`src/rtl/input_debounce_pulse_pkg.sv`:
```
// Shared constants for the input conditioning block: debounce windows and default channel count.
package input_debounce_pulse_pkg;

  localparam int unsigned DEBOUNCE_10MS = 1_000_000;  // 10 ms at 100 MHz
  localparam int unsigned DEBOUNCE_SIM  = 4;          // short window for simulation
  localparam int unsigned N_SW_DEFAULT  = 4;
  localparam int unsigned CNT_W_DEFAULT = 20;

endpackage

```
`src/rtl/debounce_channel.sv`:
```
// One input channel: 2-flop synchroniser followed by a stability counter that only accepts a new
// level after it has been seen continuously for CNT_MAX cycles.
module debounce_channel #(
  parameter int unsigned CNT_MAX = 1_000_000,
  parameter int unsigned CNT_W   = 20
) (
  input  logic clk,
  input  logic rst_n,
  input  logic raw,
  output logic level
);

  localparam logic [CNT_W-1:0] CntLast = CNT_W'(CNT_MAX - 1);

  logic             r_s0;
  logic             r_s1;
  logic             r_stable;
  logic [CNT_W-1:0] r_cnt;
  logic             w_stable_d;
  logic [CNT_W-1:0] w_cnt_d;

  // Any sample agreeing with the accepted level restarts the window, so glitches never accumulate.
  always_comb begin
    w_cnt_d    = '0;
    w_stable_d = r_stable;
    if (r_s1 != r_stable) begin
      if (r_cnt == CntLast) begin
        w_stable_d = r_s1;
      end else begin
        w_cnt_d = r_cnt + CNT_W'(1);
      end
    end
  end

  always_ff @(posedge clk or negedge rst_n) begin
    if (!rst_n) begin
      r_s0     <= 1'b0;
      r_s1     <= 1'b0;
      r_stable <= 1'b0;
      r_cnt    <= '0;
    end else begin
      r_s0     <= raw;
      r_s1     <= r_s0;
      r_stable <= w_stable_d;
      r_cnt    <= w_cnt_d;
    end
  end

  assign level = r_stable;

endmodule

```
`src/rtl/input_debounce_pulse.sv`:
```
// Debounces the push button and slide switches and derives registered edge pulses from the clean
// levels, so downstream logic can run entirely on CLK100MHZ.
module input_debounce_pulse
  import input_debounce_pulse_pkg::*;
#(
  parameter int unsigned CNT_MAX = DEBOUNCE_10MS,
  parameter int unsigned N_SW    = N_SW_DEFAULT,
  parameter int unsigned CNT_W   = CNT_W_DEFAULT
) (
  input  logic            CLK100MHZ,
  input  logic            CPU_RESETN,
  input  logic            Btn1,
  input  logic [N_SW-1:0] Sw,
  output logic            btn_level,
  output logic            btn_pulse,
  output logic            btn_release,
  output logic [N_SW-1:0] sw_clean,
  output logic            sw_change
);

  logic            w_btn_stable;
  logic [N_SW-1:0] w_sw_stable;

  logic            r_btn_d;
  logic            r_btn_pulse;
  logic            r_btn_release;
  logic [N_SW-1:0] r_sw_d;
  logic            r_sw_change;

  debounce_channel #(
    .CNT_MAX (CNT_MAX),
    .CNT_W   (CNT_W)
  ) u_btn (
    .clk   (CLK100MHZ),
    .rst_n (CPU_RESETN),
    .raw   (Btn1),
    .level (w_btn_stable)
  );

  for (genvar g = 0; g < int'(N_SW); g++) begin : g_sw
    debounce_channel #(
      .CNT_MAX (CNT_MAX),
      .CNT_W   (CNT_W)
    ) u_sw (
      .clk   (CLK100MHZ),
      .rst_n (CPU_RESETN),
      .raw   (Sw[g]),
      .level (w_sw_stable[g])
    );
  end

  // Several switch bits accepted on the same edge collapse into one change pulse.
  always_ff @(posedge CLK100MHZ or negedge CPU_RESETN) begin
    if (!CPU_RESETN) begin
      r_btn_d       <= 1'b0;
      r_btn_pulse   <= 1'b0;
      r_btn_release <= 1'b0;
      r_sw_d        <= '0;
      r_sw_change   <= 1'b0;
    end else begin
      r_btn_d       <= w_btn_stable;
      r_btn_pulse   <= w_btn_stable & ~r_btn_d;
      r_btn_release <= ~w_btn_stable & r_btn_d;
      r_sw_d        <= w_sw_stable;
      r_sw_change   <= |(w_sw_stable ^ r_sw_d);
    end
  end

  assign btn_level   = w_btn_stable;
  assign btn_pulse   = r_btn_pulse;
  assign btn_release = r_btn_release;
  assign sw_clean    = w_sw_stable;
  assign sw_change   = r_sw_change;

endmodule

```
`config.mk`:
```
export PLATFORM = sky130hd
export DESIGN_NAME = input_debounce_pulse
export DESIGN_NICKNAME = d
export VERILOG_FILES = /design/src/rtl/input_debounce_pulse_pkg.sv /design/src/rtl/debounce_channel.sv /design/src/rtl/input_debounce_pulse.sv
export SDC_FILE = /design/constraint.sdc
export NUM_CORES = 1
export LEC_CHECK = 0
export ABC_AREA = 0
export CAP_MARGIN = 20
export CORE_AREA = 2 2 132 134
export CTS_BUF_LIST = sky130_fd_sc_hd__clkbuf_8
export DETAILED_ROUTE_END_ITERATION = 10
export DIE_AREA = 0 0 134 136
export SKIP_CTS_REPAIR_TIMING = 1
export SYNTH_ARGS = -nofsm -noshare
export SYNTH_HDL_FRONTEND = slang
export SYNTH_HIERARCHICAL = 1
export SYNTH_SLANG_ARGS = --single-unit
```
`constraint.sdc`:
```
create_clock -name CLK100MHZ -period 1.9 [get_ports CLK100MHZ]
set_input_delay 0.285 -clock CLK100MHZ [delete_from_list [all_inputs] [get_ports CLK100MHZ]]
set_output_delay 0.285 -clock CLK100MHZ [all_outputs]
set_load 0.005 [all_outputs]
```
==> results of run 1 <==
-- worst max-delay path, delay by kind of cell, from the launching register on --
family / cells / cell delay, ns
flops: 1 / 0.38
mux: 1 / 0.30
simple gates: 3 / 1.20
-- worst paths after layout --
kind / endpoint / slack, ns
worst min register to register: g_sw[2].u_sw/r_s1$_DFF_PN0_ / 0.35
min in group asynchronous: g_sw[2].u_sw/r_cnt[8]$_DFF_PN0_ / 0.31
worst max-delay path: g_sw[1].u_sw/level$_DFFE_PN0P_ / -0.1
worst max register to register: g_sw[1].u_sw/level$_DFFE_PN0P_ / -0.1
max in group asynchronous: g_sw[1].u_sw/r_cnt[1]$_DFF_PN0_ / 1.03
worst min-delay path: u_btn/r_s0$_DFF_PN0_ / 0.27
-- flip-flops by register name (all words and copies together), names as in the netlist --
signal and flops:
u_btn/r_s1 1, u_btn/r_s0 1, g_sw.u_sw/r_cnt 80, btn_release 1, u_btn/level 1, g_sw.u_sw/level 4, u_btn/r_cnt 20, btn_pulse 1
r_sw_d 4, sw_change 1, g_sw.u_sw/r_s1 4, r_btn_d 1, g_sw.u_sw/r_s0 4
-- synth_stat cells (all sizes together) --
| library cell | instances |
|---|---|
| dfrtp | 123 |
| nor2 | 110 |
| xnor2 | 69 |
| inv | 35 |
| nand3 | 30 |
| nand4 | 26 |
| nor4 | 25 |
| nor3 | 20 |
| nand2 | 15 |
| or4 | 15 |
| xor2 | 15 |
| a21oi | 10 |
| o21ai | 10 |
| a31o | 5 |
| and3 | 5 |
| buf | 5 |
| clkbuf | 5 |
| ha | 5 |
| mux2 | 5 |
| nand3b | 5 |
| nor3b | 5 |
| o221a | 5 |
| or2 | 5 |
| or3 | 5 |
| or4b | 5 |
| nor2b | 2 |
-- stage by stage --
stage          total power, uW  instance area (um^2)
2_1_floorplan             2810                  5800
4_1_cts                   5300                  7210
6_report                  5220                  7360
5_1_grt                   5460                  7360
3_3_place_gp              2930                  6800
3_5_place_dp              2940                  6800
-- area by class of cell --
cell class,instances,area (um^2)
clock buffers,19,262
repair buffers,93,837
multi-input cells,397,2630
clock inverters,13,143
flip-flops and latches,123,3080
inverters,35,131
well taps,225,282
fillers,1583,9510
-- power by group through the flow --
stage / Sequential [uW] / Combinational [uW] / Clock [uW]
6_report: 2690 / 201 / 2330
5_1_grt: 2690 / 230 / 2540
4_1_cts: 2680 / 202 / 2410
3_5_place_dp: 2740 / 201 / 0
3_3_place_gp: 2730 / 194 / 0
2_1_floorplan: 2730 / 84.5 / 0
-- logic make-up (layout without fill, tap and decap cells) --
kind of cell,Yosys count,count (layout)
muxes,5,5
DFF,123,123
AOI/OAI and AO/OA,30,30
adders and majority gates,5,5
and+or+nand+nor,273,273
buffers and inverters,45,160
xor gates and xnor gates,84,84
-- per-layer routing --
metal / vias up / part of all wire [%]
li1: 2159 / -
met1: 2157 / 47
met2: 48 / 50
met3: 13 / 2.8
met4: 0 / 1.1
met5: - / 0
==> impl_summary.md, run 1 <==
Run status
The run finished, with violations left. The final reports fail on setup timing.

Floorplanning
The area of the core is 16,900 um^2. The full die area is 18,200 um^2. The floorplan row count is 48. The floorplan die width is 134 um.

For this configuration, the core starts out at a cell density of 34.3%. During I/O placement, the number of pins put on the boundary was 15. The y dimension of the die is 136 um.

Global route
The pin count of the biggest net entering global routing is 37. The most used routing layer in global routing is met2. After global routing the overflow that remains totals 0. Global routing consumed, on the met3 layer, 3.80% of the routing resources.

The aggregate global-route resource usage is 14.3%. The global routing usage on met1 is 18.3%. The wire length of the first global-routing pass is 21,000 um.

The global-route track usage on met2 is 23.6%. The number of global-route vias before repair is 4,627. The initial antenna violation count was 0.

Synth
Summed over its instances, the top area cell type makes up 53.1% of the synthesized netlist area. The number of warnings printed during yosys synthesis is 6. In the synthesized netlist, mux cells make up 0.971% of the area. The cell accounting for the most synthesized area is sky130_fd_sc_hd__dfrtp_1. After synthesis, the largest family of logic cells by area is simple AND/OR/NAND/NOR gates. The cell area after synthesis is 5800 um^2. When the netlist entered floorplanning its net count stood at 577. The simple-gate portion of the synthesized area is 24.2%. Counting every instance in the synthesized netlist gives 565. After Yosys synthesis, XOR and XNOR cells account for 12.7% of the synthesized area. The average cell area after synthesis is 10.3 um^2.

The share of the Yosys chip area taken by registers is 53.1%. The adder and majority cell fraction of the synthesized area is 1.08%. The flip-flop and latch count after synthesis is 123. Summing the areas of all compound-gate instances in the mapped netlist gives 4.42% of the synthesized area. Yosys attributes the largest share of cell area to sky130_fd_sc_hd__dfrtp_1 53%, sky130_fd_sc_hd__xnor2_1 10%, sky130_fd_sc_hd__nor2_1 7.1%, sky130_fd_sc_hd__nand4_1 2.8%, sky130_fd_sc_hd__nor4_1 2.7%. The count of cell types in the netlist is 28.

STA
On the final layout, the worst hold slack is 0.273 ns. Once routing completed, OpenROAD measured the worst setup slack at -0.0988 ns. The share of the clock period used by the worst path is 105%. The total negative slack for setup checks is -5.62 ns.

The worst pin sits at a relative slew slack of 69.9%. The actual slew at the worst max-slew pin is 0.448 ns. On the final layout, the worst clock skew is 0.0116 ns.

The hold violation count in the final report is 0. The upper clock frequency limit is 500 MHz. Setup violations remaining at the end of the flow were counted as 102. The final number of max-transition violations is 0.

Setup repair after global routing could not meet its margin everywhere. The clock period minus worst slack is 2.00 ns.

Min path
The number of cells traversed by the worst hold path is 1. The worst min-delay path category is primary input to register. The startpoint of the lowest-slack hold path is Btn1.

Clock network
Clock tree synthesis selected as its root buffer the cell sky130_fd_sc_hd__clkbuf_8. The insertion delay of the later-clocked pin in the worst-skew pair is 0.44 ns. The clock transition at the registers of the reported paths is 0.08 ns. The total clock buffers created by CTS is 17. Clock tree synthesis found a total of 123 sinks. The H-tree was split into 4 levels. Counting along the longest clock path gives a buffer depth of 2. The clock tree from TritonCTS is built.

Finish
Of the cells placed in the final design, the portion with a size suffix greater than 1 is 22.8%. The area overhead of the layout relative to synthesis is 27.0%. The diode insertion count for antenna repair is 0. The number of standard cells in the final layout excluding fillers is 905. The final layout contains 679 nets. The commonest non-fill, non-tap cell in the layout is sky130_fd_sc_hd__dfrtp_1. Cells fill 43.6% of the core in the end. In the layout the commonest cells are 123 x sky130_fd_sc_hd__dfrtp_1, 103 x sky130_fd_sc_hd__nor2_1, 70 x sky130_fd_sc_hd__buf_4, 69 x sky130_fd_sc_hd__xnor2_1, 35 x sky130_fd_sc_hd__inv_1.

Power
The switching share of power is 23.9%. The clock network is responsible for 44.7% of the overall power. The sequential group share of total power is 51.5%.

Dividing total power by cell area gives a power density of 709 nW/um^2. Cell internal power was estimated by the tool at 3970 uW. The proportion of power drawn by combinational gates is 3.8%. IR analysis of the VDD net gives a maximum drop of 444 uV.

For this design the total switching power over the nets is 1250 uW. The cell leakage power is 0.00296 uW.

Placement
Routability-driven placement finished with a final weighted congestion of 0.849. The worst setup timing slack at the placement stage is -0.100 ns. In this run the tool buffered the top-level ports with 14 buffer cells. The HPWL reported at the end of detailed placement is 8340 um. The number of placed cells counting well taps is 869.

Route
Summing over every cut layer, the via total after detailed routing is 4,377. The detail route stage leaves a number of antenna-violating nets equal to 0. Dividing the detail-routed wire length by the instance count gives 13.2 um. The pre-antenna-repair detailed-routing pass consisted of 4 iterations. In the routed layout, each cell is associated on average with a via count of 4.84. The final layout contains routed wiring with a total length of 12,000 um. For this block, the initial DRC count from the detailed router was 210. The detailed-route DRC error count is 0.

Critical path
At the worst endpoint, the required time is 2.22 ns. STA classifies the critical path startpoint as a register. Among all stages on the critical path, the largest delay is contributed by sky130_fd_sc_hd__or4_4. The endpoint type of the worst setup path is a register. The largest fanout on the critical path is 3. The peak per-stage delay on the critical path is 0.54 ns. The critical path startpoint is g_sw[1].u_sw/r_cnt[8]$_DFF_PN0_. Traced cell by cell, the critical path runs through or4b_4, or4_4, nor2_4, mux2_4. Data on the critical path arrives at its endpoint at 2.32 ns.

The source of the worst register-to-register timing path is g_sw[1].u_sw/r_cnt[8]$_DFF_PN0_. The cell depth of the worst flop-to-flop path is 4. By startpoint and endpoint, the worst setup path is classified as register to register.

Flow run
The number of maximum-capacitance constraint violations is 0.
Power figures use the tool's default switching activity.
==> inputs of run 2 (changes only) <==
--- a/config.mk
+++ b/config.mk
@@ -12,6 +12,7 @@
 export DETAILED_ROUTE_END_ITERATION = 10
 export DIE_AREA = 0 0 134 136
 export SKIP_CTS_REPAIR_TIMING = 1
+export SLEW_MARGIN = 20
 export SYNTH_ARGS = -nofsm -noshare
 export SYNTH_HDL_FRONTEND = slang
 export SYNTH_HIERARCHICAL = 1
==> results of run 2 <==
Final layout, timing and power as in run 1 (identical DEF).
